==> config.mk <==
export PLATFORM = sky130hd
export DESIGN_NAME = sync_fifo_p
export DESIGN_NICKNAME = d
export VERILOG_FILES = /design/src/rtl/sync_fifo_p_pkg.sv /design/src/rtl/sync_fifo_p_mem.sv /design/src/rtl/sync_fifo_p.sv
export SDC_FILE = /design/constraint.sdc
export NUM_CORES = 1
export LEC_CHECK = 0
export CORE_MARGIN = 2
export CORE_UTILIZATION = 64
export CTS_CLUSTER_SIZE = 16
export DETAILED_ROUTE_END_ITERATION = 8
export PLACE_DENSITY = 0.93
export SETUP_SLACK_MARGIN = 0.15
export SLEW_MARGIN = 10
export SYNTH_ARGS = -nofsm -noshare
export SYNTH_HDL_FRONTEND = slang
export SYNTH_SLANG_ARGS = --single-unit
==> constraint.sdc <==
create_clock -name clk -period 5.55 [get_ports clk]
set_input_delay 1.11 -clock clk [delete_from_list [all_inputs] [get_ports clk]]
set_output_delay 1.11 -clock clk [all_outputs]
set_load 0.05 [all_outputs]
==> src/rtl/sync_fifo_p_pkg.sv <==
// sync_fifo_p_pkg: shared constants and pointer-width helper for the parametrised FIFO.
package sync_fifo_p_pkg;

    localparam int UART_DEPTH     = 16;
    localparam int UART_AF_MARGIN = 4;
    localparam int UART_AE_THRESH = 4;

    function automatic int clog2(input int n);
        int r;
        r = 0;
        for (int v = 1; v < n; v = v << 1) r++;
        return r;
    endfunction

endpackage

==> src/rtl/sync_fifo_p_mem.sv <==
// sync_fifo_p_mem: DEPTH x DATA_WIDTH register array, sync write, async read, no reset.
module sync_fifo_p_mem #(
    parameter int DATA_WIDTH = 8,
    parameter int DEPTH      = 16,
    parameter int AW         = 4
) (
    input  logic                  clk,
    input  logic                  we,
    input  logic [AW-1:0]         waddr,
    input  logic [DATA_WIDTH-1:0] wdata,
    input  logic [AW-1:0]         raddr,
    output logic [DATA_WIDTH-1:0] rdata
);

    logic [DATA_WIDTH-1:0] mem [DEPTH];

    always_ff @(posedge clk)
        if (we) mem[waddr] <= wdata;

    assign rdata = mem[raddr];

endmodule

==> src/rtl/sync_fifo_p.sv <==
// sync_fifo_p: single-clock show-ahead FIFO with occupancy count, threshold flags,
// flush and sticky overflow/underflow errors.
module sync_fifo_p
    import sync_fifo_p_pkg::*;
#(
    parameter int DATA_WIDTH = 8,
    parameter int DEPTH      = UART_DEPTH,
    parameter int AF_THRESH  = DEPTH - UART_AF_MARGIN,
    parameter int AE_THRESH  = UART_AE_THRESH,
    localparam int AW        = clog2(DEPTH)
) (
    input  logic                  clk,
    input  logic                  rst,
    input  logic                  flush,
    input  logic                  clr_err,
    input  logic                  push,
    input  logic [DATA_WIDTH-1:0] wdata,
    input  logic                  pop,
    output logic [DATA_WIDTH-1:0] rdata,
    output logic                  full,
    output logic                  empty,
    output logic                  almost_full,
    output logic                  almost_empty,
    output logic [AW:0]           count,
    output logic                  overflow,
    output logic                  underflow
);

    localparam logic [AW:0] CNT_FULL = (AW+1)'(DEPTH);
    localparam logic [AW:0] CNT_AF   = (AW+1)'(AF_THRESH);
    localparam logic [AW:0] CNT_AE   = (AW+1)'(AE_THRESH);

    logic [AW-1:0] wptr, rptr;
    logic          do_push, do_pop, ov_evt, uf_evt;

    assign full         = count == CNT_FULL;
    assign empty        = count == '0;
    assign almost_full  = count >= CNT_AF;
    assign almost_empty = count <= CNT_AE;

    // a pop frees the head slot in the same edge, so a full FIFO still accepts push+pop
    assign do_push = ~flush & push & (~full | pop);
    assign do_pop  = ~flush & pop & ~empty;
    assign ov_evt  = ~flush & push & full & ~pop;
    assign uf_evt  = ~flush & pop & empty;

    always_ff @(posedge clk or posedge rst)
        if (rst) begin
            wptr      <= '0;
            rptr      <= '0;
            count     <= '0;
            overflow  <= 1'b0;
            underflow <= 1'b0;
        end else begin
            if (flush) begin
                wptr  <= '0;
                rptr  <= '0;
                count <= '0;
            end else begin
                if (do_push) wptr <= wptr + AW'(1);
                if (do_pop) rptr <= rptr + AW'(1);
                count <= count + (AW+1)'(do_push) - (AW+1)'(do_pop);
            end
            overflow  <= ov_evt | (overflow & ~clr_err);
            underflow <= uf_evt | (underflow & ~clr_err);
        end

    sync_fifo_p_mem #(
        .DATA_WIDTH(DATA_WIDTH),
        .DEPTH     (DEPTH),
        .AW        (AW)
    ) u_mem (
        .clk  (clk),
        .we   (do_push),
        .waddr(wptr),
        .wdata(wdata),
        .raddr(rptr),
        .rdata(rdata)
    );

endmodule

# After elaboration in Yosys (flattened, before gate mapping)
# Memories as Yosys holds them, arrays and structs flattened.
# Index checks and enable logic that the tools add are counted.
# classes
n_addsub,4
magnitude_cmp,2
n_eq_ne,1
mux,7
n_bitwise,17
n_reduce_logical,3
# op_table
op,count
$mux 4,4
$and 1x1->1,9
$add 4x1->4 const B,2
$add 5x1->5,1
$eq 5x5->1 const B,1
$ge 5x4->1 const B,1
$le 5x3->1 const B,1
$logic_not 5->1,1
$mux 5,1
$not 1->1,5
$sub 5x1->5,1
$reduce_bool 2->1,2
$or 1x1->1,3
$mux 1,2
# word_totals
reg_bits,15
ram_bits,128
in_bits,14
out_inout_bits,19
n_memories,1
# mem_list
name,words,word_bits,rd,rd_ports_with_merged_regs,wr,line,rtl
u_mem.mem,16,8,1,0,1,sync_fifo_p_mem.sv:15,logic [DATA_WIDTH-1:0] mem [DEPTH];

# Logic depth before layout (Yosys ltp)
# Gate-level depths: netlist of the first run.
# logic_depth
depth_word,7
depth_mapped,15
ltp_nobuf,14

# Hierarchy
# A second synthesis of the first run with hierarchy kept.
# hier_totals
hier_cells,313
area_unflattened_um2,5939.4
# modules_own_cells
module,instances,cells_per_inst,area_per_inst_um2,seq_area_each_um2
sync_fifo_p_mem,1,221,4987.3,3843.7
sync_fifo_p,1,92,952.2,375.4

# Least setup slack after synthesis of the first run
# No wires, ideal clock.
# synth_timing
path_type,input to register
from,in pop
to,reg count[4]
arrival_ps,3125
required_ps,5415
slack_ps,2289
stages,12
path_buffers,1
path_cell_list,clkbuf_1 > o21ai_2 > or2_2 > ha_1 > inv_1 > ha_1 > inv_1 > fa_1 > nand2b_1 > a21oi_1 > or3_1 > a21oi_1
# synth_between
elab_chain_len,5
elab_cells_between_ends,7
cone_classes,2 x add/sub; 1 x mux; 4 x bitwise
# synth_rtl
element,line,rtl
from (decl),sync_fifo_p.sv:18,"input logic pop,"
$or 1x1->1,sync_fifo_p.sv:42,assign do_push = ~flush & push & (~full | pop);
$and 1x1->1,sync_fifo_p.sv:42,
$add 5x1->5,sync_fifo_p.sv:62,count <= count + (AW+1)'(do_push) - (AW+1)'(do_pop);
$sub 5x1->5 (*),sync_fifo_p.sv:62,
$mux 5 (*),sync_fifo_p.sv:55,if (flush) begin
to (signal assigned),sync_fifo_p.sv:62,
to (decl),sync_fifo_p.sv:24,"output logic [AW:0] count,"
# Mark *: on every way between the ends. The rest lies on a longest branch, timed or not.
# A chain may end at the register's enable or synchronous reset.

# Worst setup path after layout of the first run
# layout_timing
from,reg rptr[0]
to,out rdata[5]
# layout_between
elab_chain_len,1
# layout_rtl
element,line,rtl
from (decl),sync_fifo_p.sv:33,"logic [AW-1:0] wptr, rptr;"
from (signal assigned),sync_fifo_p.sv:61,if (do_pop) rptr <= rptr + AW'(1);
$mem_v2 16x8,--,
to (decl),sync_fifo_p.sv:19,"output logic [DATA_WIDTH-1:0] rdata,"
# Every way passes these cells.

==> key figures, run 1 <==
Worst setup path
  – Setup Crit Path Kind: reg -> out
  – Worst Setup SP: rptr[0]
  – Crit-path leading delay family: buffers and inverters
  – Critical path destination: rdata[5]
  – Crit Path Max Fanout: 26
  – Max incr delay on CP: roughly 850 ps
  – R2R Setup Slk: 2190 ps
  – Worst path required time: 4440 ps
  – Critical R2R Capture: count[4]
  – CP startpoint kind: flop
  – Worst path buffer plus inverter count: 2
  – Critical R2R Launch: count[3]
  – Crit-path slowest cell: dfrtp_2
  – Worst Reg-to-Reg Cells: 14
  – Crit. End Element: output port
  – Cell chain of the critical path: buf_4, mux4_2, a22oi_1, nand2_1, clkdlybuf4s50_1
  – Critical path data arrival time: about 3500 ps
  – Worst path depth: 5

Pwr
  – P_int: roughly 2.1 mW
  – Sw Share: 0.330
  – Seq pwr share: 0.406
  – Logic pwr share: 0.265
  – Leakage Power: approximately 2.4 nW
  – Clock share of power: 0.329
  – Pwr dens: 452 nW/um^2
  – Net Switching: 1.04 mW
  – Peak VDD IR: 327 uV

Timing
  – Max frequency: 0.217 GHz
  – Crit path time final: 4610 ps
  – Final period utilization: 0.831
  – RSZ-0062 raised after global routing: false
  – Worst Tran Pin Value: 799 ps
  – Setup TNS: 0 ps
  – Clk_skew: ~11 ps
  – Final setup fails: 0
  – Max Slew Vio Count: 0
  – Fin. Hold Viols: 0
  – Slew margin rel.: 0.466

Drt
  – Vias/cell: 6.50
  – Final WL: about 13000 um
  – DRT antenna net count: 0
  – Via Count: between 3000 and 4000
  – Drt wl/cell: 23.9 um
  – DRT iter0 DRCs: about 360
  – # DRC: 0
  – DRT Pass-1 Iters: 5

Run
  – Max Cap Violations: 0

Layout
  – Most frequent cells in the layout: edfxtp_1, mux2i_1, clkdlybuf4s50_1
  – Commonest non-fill, non-tap cell in the layout: edfxtp_1
  – Filler Cell Count: 487
  – FF+latch area: 4220 um^2
  – Fin cells: between 500 and 600
  – Final nets: 421
  – Area growth from synthesis to layout: 15.2%
  – Share of layout cells above drive strength 1: 0.156
  – Area occupied by multi-input gates: roughly 1700 um^2
  – Diode count: 0

Die
  – Core Area: around 9200 um^2
  – Site row count: 35
  – Die Area: around 10000 um^2
  – Initial Util: 0.657
  – Die width: 101 um
  – I/O Pins: 33
  – Die H: roughly 100 um

Yosys
  – Post-Synthesis Cells: around 350
  – Mapped Area: roughly 6100 um^2
  – Ys flop type: edfxtp_1
  – Syn Nets: 384
  – Multiplexer area fraction after synthesis: 0.114
  – Main combinational cell family by area after synthesis: multiplexers
  – Top cells by area, synth: edfxtp_1, dfrtp_1, mux4_2
  – Synth Area in Simple Gates: 0.0519
  – Ys async rst share: 0.105
  – Post-synthesis compound-gate area fraction: 0.0622
  – YS warnings: 0
  – Synth cell types: 41
  – XOR/XNOR Fraction of Synth Area: 0.0101
  – Yosys top cell area share: 0.633
  – Post-synth EDFFs: between 100 and 150
  – Post-Synth Adder-Cell Area: 0.0342
  – Syn avg cell area: about 17 um^2
  – Register area share after synthesis: 0.695
  – Synth Register Bits: 143
  – Cell taking the most area after synthesis: edfxtp_1

Clocking
  – CTS Buffer Depth: 2
  – Clock latency on the worst-skew pair: 540 ps
  – # clock sinks: about 140
  – CTS Hold Buffers Added: 0
  – Worst-path clk slew: 70 ps
  – CTS tree: built
  – H-tree lvl count: 4
  – Post-CTS setup buffer count: 0
  – Root Buffer: clkbuf_8
  – Post-CTS Resized: 0
  – Num CTS Buffers: 17

GRT
  – First-pass GRT wire length: 19500 um
  – GRT Residual Overflow: 0
  – Initial antenna violation count: 0
  – All-layer global routing usage: 0.268
  – Pin count of the biggest net entering global routing: 27
  – Vias in the first global route: 3451

Placed design
  – HPWL Detailed: a little under 8000 um
  – Cells after DPL: 501
  – GPL Wtd Cong: 0.814
  – IO Port Bufs: 32

Worst hold path
  – HP Class: reg -> reg

Run status
  – Status: completed
[final cells by class]
cell class              count  area share
inverters                  18     0.00966
multi-input cells         175       0.236
well taps                 129      0.0231
clock inverters            15      0.0181
repair buffers             36      0.0501
clock buffers              17      0.0592
flip-flops and latches    143       0.604
[per-stage QoR]
| step | worst slack [ps] | total power, mW | util | instance area, um^2 | hold slack, ps |
|---|---|---|---|---|---|
| 3_5_place_dp | 1500 | 2.12 | 0.698 | 6450 | 530 |
| 4_1_cts | 916 | 3.16 | 0.757 | 6990 | 540 |
| 5_1_grt | 768 | 3.26 | 0.757 | 6990 | 554 |
| 2_1_floorplan | 2290 | 1.91 | - | 6070 | 558 |
| 3_3_place_gp | 1580 | 2.09 | 0.698 | 6450 | 515 |
| 6_report | 937 | 3.16 | 0.757 | 6990 | 543 |
[flip-flops by register name (all words and copies together), names as in the netlist]
signal and flops:
u_mem.mem 128, rptr 4, overflow 1, underflow 1
wptr 4, count 5
[how the worst min path moves through the flow]
| stage | from | cells past startpoint | slack, ps | to |
|---|---|---|---|---|
| 2_1_floorplan | wptr[3] | 2 | 560 | wptr[3] |
| 3_5_place_dp | overflow | 2 | 530 | overflow |
| 4_1_cts | overflow | 2 | 540 | overflow |
| 6_report | overflow | 2 | 540 | overflow |
| 3_3_place_gp | underflow | 2 | 510 | underflow |
| 5_1_grt | overflow | 2 | 550 | overflow |
[per-layer routing]
| layer | routed length [um] | track usage | vias to the layer above |
|---|---|---|---|
| met1 | 4910 | 0.352 | 1740 |
| met4 | 388 | 0.132 | 0 |
| met2 | 6400 | 0.418 | 216 |
| met5 | 0 | 0 | - |
| li1 | - | - | 1460 |
| met3 | 1030 | 0.0745 | 46 |
[power groups by stage]
| stage | Sequential, mW | Clock, mW | Combinational, mW |
|---|---|---|---|
| global route | 1.29 | 1.09 | 0.888 |
| CTS | 1.28 | 1.04 | 0.837 |
| floorplan | 1.31 | 0 | 0.601 |
| finish | 1.28 | 1.04 | 0.837 |
| detailed placement | 1.30 | 0 | 0.822 |
| global placement | 1.29 | 0 | 0.798 |
[cell usage after synthesis (3+ instances only)]
master and n:
edfxtp_1 128, mux2i_1 33, inv_1 17, and2_1 16, mux4_2 16, dfrtp_1 15
ha_1 15, nand2_1 12, nor2_1 12, o21ai_0 10, a221oi_1 9, a22oi_1 8
a221oi_2 7, buf_6 6, a21oi_1 5, buf_2 4, buf_4 4, clkbuf_1 4
xor2_1 4, nand3_1 3, xnor2_1 3
[cells by family (layout without fill, tap and decap cells)]
| logic type | count (synthesis) | in the layout |
|---|---|---|
| xor gates and xnor gates | 7 | 7 |
| and+or+nand+nor | 57 | 57 |
| DFF | 143 | 143 |
| buffers and inverters | 36 | 86 |
| muxes | 49 | 49 |
| adders and majority gates | 16 | 16 |
| AOI/OAI and AO/OA | 46 | 46 |
[worst reg2reg max path, delay by kind of cell (launching register included)]
kind | cells | cell delay [ps]
simple gates | 4 | 750
compound gates | 3 | 710
fa+ha+maj | 4 | 1030
flops | 1 | 420
buf+inv | 3 | 270
Power figures use the tool's default switching activity.
==> inputs of run 2 (changes only) <==
Settings changed: CORE_UTILIZATION 64 to 59, PLACE_DENSITY 0.93 to 0.88.
Clock period 5.55 ns to 4.4 ns, I/O delays scaled along.
==> run 2 against run 1 <==
  * Non-clock buffer count unchanged
  * Design area increased by 1.1%
  * Count of clock-buffer cells in the layout unchanged
  * Sequential cell count unchanged
  * Sequential power increased by 24%
  * Critical path type unchanged
  * Core utilization decreased by 5.9 points
  * Clock skew decreased by 5.7 ps
  * Total power increased by 31%
  * Wire length increased by 1.3%
==> key figures, run 2 (synthesis results as in run 1) <==
Worst setup path
  – Crit-path leading delay family: buffers and inverters (unchanged)
  – Crit Path Max Fanout: 9 (was 26)
  – Critical path data arrival time: 3300 ps (was 3500 ps)
  – Max incr delay on CP: 820 ps (was 850 ps)
  – Crit-path slowest cell: clkdlybuf4s50_1 (was dfrtp_2)
  – Worst path required time: 3520 ps (was 4440 ps)
  – Crit. End Element: output port (unchanged)
  – Cell chain of the critical path: clkinv_1, a221oi_1, o21ai_0, nand2_1, clkdlybuf4s50_1 (was buf_4, mux4_2, a22oi_1, nand2_1, clkdlybuf4s50_1)
  – Critical R2R Capture: count[4] (unchanged)
  – Worst path buffer plus inverter count: 2 (unchanged)
  – Setup Crit Path Kind: reg -> out (unchanged)
  – Critical R2R Launch: count[2] (was count[3])
  – Worst path depth: 5 (unchanged)
  – Worst Reg-to-Reg Cells: 14 (unchanged)
  – R2R Setup Slk: 1240 ps (was 2190 ps)
  – CP startpoint kind: flop (unchanged)

Clocking
  – Post-CTS setup buffer count: 0 (unchanged)
  – H-tree lvl count: 4 (unchanged)
  – Worst-path clk slew: 60 ps (was 70 ps)
  – # clock sinks: 143 (unchanged)
  – CTS Buffer Depth: 2 (unchanged)
  – CTS tree: built (unchanged)
  – CTS Hold Buffers Added: 0 (unchanged)
  – Root Buffer: clkbuf_8 (unchanged)
  – Clock latency on the worst-skew pair: 530 ps (was 540 ps)
  – Num CTS Buffers: 17 (unchanged)

Layout
  – Number of flip-flops in the largest register: 128 (unchanged)
  – Share of layout cells above drive strength 1: 0.158 (was 0.156)
  – Final nets: 421 (unchanged)
  – Most frequent cells in the layout: edfxtp_1, mux2i_1, clkdlybuf4s50_1 (unchanged)
  – Top Registers: u_mem.mem: 128 flops, count: 5 flops (unchanged)
  – Top reg by flops: u_mem.mem (unchanged)
  – Diode count: 0 (unchanged)
  – Area growth from synthesis to layout: 16.5% (was 15.2%)
  – Commonest non-fill, non-tap cell in the layout: edfxtp_1 (unchanged)
  – Filler Cell Count: 575 (was 487)

GRT
  – GRT Residual Overflow: 0 (unchanged)
  – All-layer global routing usage: 0.250 (was 0.268)
  – Initial antenna violation count: 0 (unchanged)
  – Pin count of the biggest net entering global routing: 39 (was 27)
  – Vias in the first global route: 3523 (was 3451)
  – First-pass GRT wire length: 20000 um (was 19500 um)

Drt
  – # DRC: 0 (unchanged)
  – Vias/cell: 6.29 (was 6.50)
  – Final WL: 12900 um (was 12700 um)
  – Via Count: 3396 (was 3462)
  – Drt wl/cell: 23.9 um (about the same)
  – DRT iter0 DRCs: 311 (was 363)
  – DRT Pass-1 Iters: 7 (was 5)
  – DRT antenna net count: 0 (unchanged)

Worst hold path
  – Hold path depth: 2 (unchanged)
  – Hold_sp: overflow (unchanged)
  – HP Class: reg -> reg (unchanged)
  – Hold Path End: overflow (unchanged)

Timing
  – Final period utilization: 0.950
  – Max Slew Vio Count: 0 (unchanged)
  – Max frequency: approximately 0.24 GHz
  – Setup TNS: 0 ps (unchanged)
  – Worst Tran Pin Value: 691 ps (was 799 ps)
  – RSZ-0062 raised after global routing: false (unchanged)
  – Crit path time final: 4180 ps
  – Final setup fails: 0 (unchanged)
  – Fin. Hold Viols: 0 (unchanged)
  – Slew margin rel.: 0.535 (was 0.466)
  – Clk_skew: 5.57 ps (was 11.3 ps)

Die
  – Core Area: 10100 um^2 (was 9240 um^2)
  – Site row count: 37 (was 35)
  – Die width: 105 um (was 101 um)
  – I/O Pins: 33 (unchanged)
  – Die H: 105 um (was 101 um)
  – Initial Util: 0.599 (was 0.657)
  – Die Area: 11100 um^2 (was 10300 um^2)

Placed design
  – GPL Wtd Cong: 0.795 (was 0.814)
  – HPWL Detailed: 7730 um (was 7690 um)
  – IO Port Bufs: 32 (unchanged)

Run status
  – Status: completed (unchanged)

Pwr
  – Overall Power: 4.12 mW (was 3.16 mW)
  – Peak VDD IR: 311 uV (was 327 uV)
  – Leakage Power: 2.45 nW (was 2.41 nW)
  – Pwr dens: 583 nW/um^2 (was 452 nW/um^2)

Run
  – Max Cap Violations: 0 (unchanged)
## run 2: changes by cell type in the layout (fill, tap and decap cells not counted), sizes merged
cell	change
bufinv	+2
clkinvlp	-1
inv	+3
dlymetal6s2s	+1
clkinv	-4
clkdlybuf4s50	-1
## run 2: layer usage
| metal | routed length [um] | global-route usage | vias up |
|---|---|---|---|
| li1 | - | - | 1469 |
| met1 | 4900 | 0.311 | 1708 |
| met2 | 6660 | 0.413 | 174 |
| met3 | 898 | 0.0656 | 45 |
| met4 | 427 | 0.117 | 0 |
| met5 | 0 | 0 | - |
## run 2: how the worst max path moves through the flow
stage,startpoint,end,slack [ps]
finish,rptr[3],rdata[6],220
global route,rptr[3],rdata[6],150
CTS,rptr[0],rdata[2],170
detailed placement,pop,count[4],800
global placement,pop,count[4],910
floorplan,count[3],count[4],1270
## run 2: area by class of cell
type | count | area, um^2 | share of cell area
Multi-Input combinational cell | 175 | 1650 | 0.234
Clock buffer | 17 | 414 | 0.0586
Tap cell | 136 | 170 | 0.0241
Inverter | 18 | 67.6 | 0.00955
Sequential cell | 143 | 4220 | 0.597
Timing Repair Buffer | 36 | 365 | 0.0517
Clock inverter | 15 | 181 | 0.0257
## run 2: worst reg2reg max path: stages (launching register included)
cell and delay (ps):
dfrtp_1 450, inv_1 120, ha_1 180, or4b_1 560, nand2_1 180, nor2_1 70
ha_1 290, inv_1 70, ha_1 160, inv_1 50, fa_1 390, nand2b_1 160
a21oi_1 170, or3_1 130, a21oi_1 50
## run 2: timing repair
action	in CTS	in global routing
endpoints found under the hold margin	0	0
setup endpoints to repair	0	1
resized for setup	0	1
## run 2: report_power, final
group / internal (mW) / switching, mW
Clock: 0.835 / 0.611
Sequential: 1.53 / 0.0667
Combinational: 0.438 / 0.647
## run 2: through the flow
stage                     utilization  std cells  instance area (um^2)  hold WS (ps)  setup WS [ps]
after detailed placement        0.639        508                  6470           531            805
after global routing            0.698        540                  7070           576            154
after floorplan                     -        354                  6070           558           1270
after CTS                       0.697        540                  7070           541            166
final                           0.698        540                  7070           543            218
after global placement          0.639        508                  6470           514            911
==> inputs of run 3 (changes only) <==
Settings changed: CORE_UTILIZATION 59 to 40, PLACE_DENSITY 0.88 to 0.66.
==> run 3 against run 2 <==
  * Sequential share of layout area shrank 0.21 points
  * First-iteration DRC count shrank 48%
  * Via count shrank 9.1%
  * Largest cell class unchanged
==> key figures, run 3 (synthesis results as in run 1) <==
Placed design
  – GPL Wtd Cong: 0.802 (was 0.795)
  – Placement Setup Slack: 797 ps (was 805 ps)
  – HPWL Detailed: 7590 um (was 7730 um)
  – Cells after DPL: 561 (was 508)
  – IO Port Bufs: 32 (unchanged)

Run
  – Max Cap Violations: 0 (unchanged)

Clocking
  – Root Buffer: clkbuf_16 (was clkbuf_8)
  – CTS Hold Buffers Added: 0 (unchanged)
  – Clock latency on the worst-skew pair: 420 ps (was 530 ps)
  – Post-CTS Resized: 0 (unchanged)
  – H-tree lvl count: 4 (unchanged)
  – CTS tree: built (unchanged)
  – Post-CTS setup buffer count: 0 (unchanged)
  – Worst-path clk slew: 60 ps (about the same)
  – # clock sinks: 143 (unchanged)
  – CTS Buffer Depth: 2 (unchanged)
  – Num CTS Buffers: 17 (unchanged)

Layout
  – Commonest non-fill, non-tap cell in the layout: edfxtp_1 (unchanged)
  – Area growth from synthesis to layout: 16.9% (was 16.5%)
  – Top Registers: u_mem.mem: 128 flops, count: 5 flops (unchanged)
  – Top reg by flops: u_mem.mem (unchanged)
  – Number of flip-flops in the largest register: 128 (unchanged)
  – Fin cells: 591 (was 540)
  – Share of layout cells above drive strength 1: 0.146 (was 0.158)
  – Final nets: 422 (was 421)
  – Most frequent cells in the layout: edfxtp_1, mux2i_1, clkdlybuf4s50_1 (unchanged)
  – Diode count: 0 (unchanged)

Timing
  – Setup TNS: 0 ps (unchanged)
  – Crit path time final: 3780 ps (was 4180 ps)
  – Final period utilization: 0.858 (was 0.950)
  – Fin. Hold Viols: 0 (unchanged)
  – Max frequency: 0.265 GHz (was 0.239 GHz)
  – Worst Tran Pin Value: 628 ps (was 691 ps)
  – Clk_skew: 9.86 ps (was 5.57 ps)
  – RSZ-0062 raised after global routing: false (unchanged)
  – Max Slew Vio Count: 0 (unchanged)
  – Setup ws final: 624 ps (was 218 ps)
  – Slew margin rel.: 0.575 (was 0.535)
  – Final setup fails: 0 (unchanged)

Pwr
  – Net Switching: 1.22 mW (was 1.32 mW)
  – P_int: 2.79 mW (was 2.80 mW)
  – Peak VDD IR: 272 uV (was 311 uV)
  – Seq pwr share: 0.390 (was 0.386)
  – Sw Share: 0.305 (was 0.321)
  – Clock share of power: 0.336 (was 0.351)
  – Logic pwr share: 0.273 (was 0.263)
  – Pwr dens: 566 nW/um^2 (was 583 nW/um^2)
  – Leakage Power: 2.41 nW (was 2.45 nW)

Die
  – Die H: 127 um (was 105 um)
  – Die Area: 16200 um^2 (was 11100 um^2)
  – Initial Util: 0.404 (was 0.599)
  – Die width: 127 um (was 105 um)
  – Site row count: 45 (was 37)
  – I/O Pins: 33 (unchanged)
  – Core Area: 15000 um^2 (was 10100 um^2)

Worst setup path
  – Crit Path Max Fanout: 9 (unchanged)
  – Crit. End Element: output port (unchanged)
  – Max incr delay on CP: 800 ps (was 820 ps)
  – Setup Crit Path Kind: reg -> out (unchanged)
  – Crit-path slowest cell: clkdlybuf4s50_1 (unchanged)
  – Critical path data arrival time: 2900 ps (was 3300 ps)
  – Cell chain of the critical path: clkinv_1, a221oi_1, o21ai_0, nand2_1, clkdlybuf4s50_1 (unchanged)
  – Worst path required time: 3520 ps (about the same)
  – CP startpoint kind: flop (unchanged)

Run status
  – Status: completed (unchanged)

Drt
  – Final WL: 11200 um (was 12900 um)
  – DRT iter0 DRCs: 161 (was 311)
  – DRT Pass-1 Iters: 4 (was 7)
  – # DRC: 0 (unchanged)
  – Via Count: 3087 (was 3396)
  – DRT antenna net count: 0 (unchanged)
  – Drt wl/cell: 18.9 um (was 23.9 um)
  – Vias/cell: 5.22 (was 6.29)

Worst hold path
  – HP Class: reg -> reg (unchanged)

GRT
  – Vias in the first global route: 3153 (was 3523)
  – Initial antenna violation count: 0 (unchanged)
  – First-pass GRT wire length: 18000 um (was 20000 um)
  – Pin count of the biggest net entering global routing: 33 (was 39)
  – All-layer global routing usage: 0.148 (was 0.250)
  – GRT Residual Overflow: 0 (unchanged)
-- run 3: layer usage --
layer,GRT usage,up-vias,part of all wire
li1,-,1454,-
met1,0.208,1578,0.47
met2,0.228,42,0.48
met3,0.0239,13,0.022
met4,0.0685,0,0.018
met5,0,-,0
-- run 3: path summary, 6_finish.rpt --
path | start | endpoint | slack [ps] | cells after the start
setup / recovery | rptr[3] | rdata[6] | 620 | 5
min in group asynchronous | rst | underflow | 840 | 2
hold / removal | overflow | overflow | 540 | 2
hold reg to reg | overflow | overflow | 540 | 2
max in group asynchronous | rst | rptr[0] | 3140 | 2
setup reg to reg | count[3] | count[4] | 1240 | 14
-- run 3: stage by stage --
step                      cell area, um^2   util  hold WS (ps)  total power [mW]
after global routing                 7100  0.472           587              4.17
after detailed placement             6550  0.435           537              2.70
after floorplan                      6070      -           558              2.41
after global placement               6550  0.435           531              2.69
after CTS                            7100  0.472           545              4.05
final                                7100  0.472           541              4.02
-- run 3: layout make-up --
type                       instances  area [um^2]
clock inverter                    11          118
inverter                          18         67.6
multi-input combinational        175         1650
fill                            1272         7940
sequential                       143         4220
timing repair buffer              37          370
clock buffer                      19          433
tap                              188          235
-- run 3: power groups by stage --
stage / logic, mW / registers (mW) / clock network, mW
final: 1.10 / 1.57 / 1.35
after global routing: 1.18 / 1.58 / 1.42
after CTS: 1.11 / 1.57 / 1.37
after detailed placement: 1.11 / 1.60 / 0
after global placement: 1.10 / 1.59 / 0
after floorplan: 0.759 / 1.65 / 0
-- run 3: critical path: cells and delay by family (launching register included) --
kind,cells,cell delay (ps)
AOI/OAI and AO/OA,2,600
and+or+nand+nor,1,120
buffers and inverters,2,1220
DFF,1,530
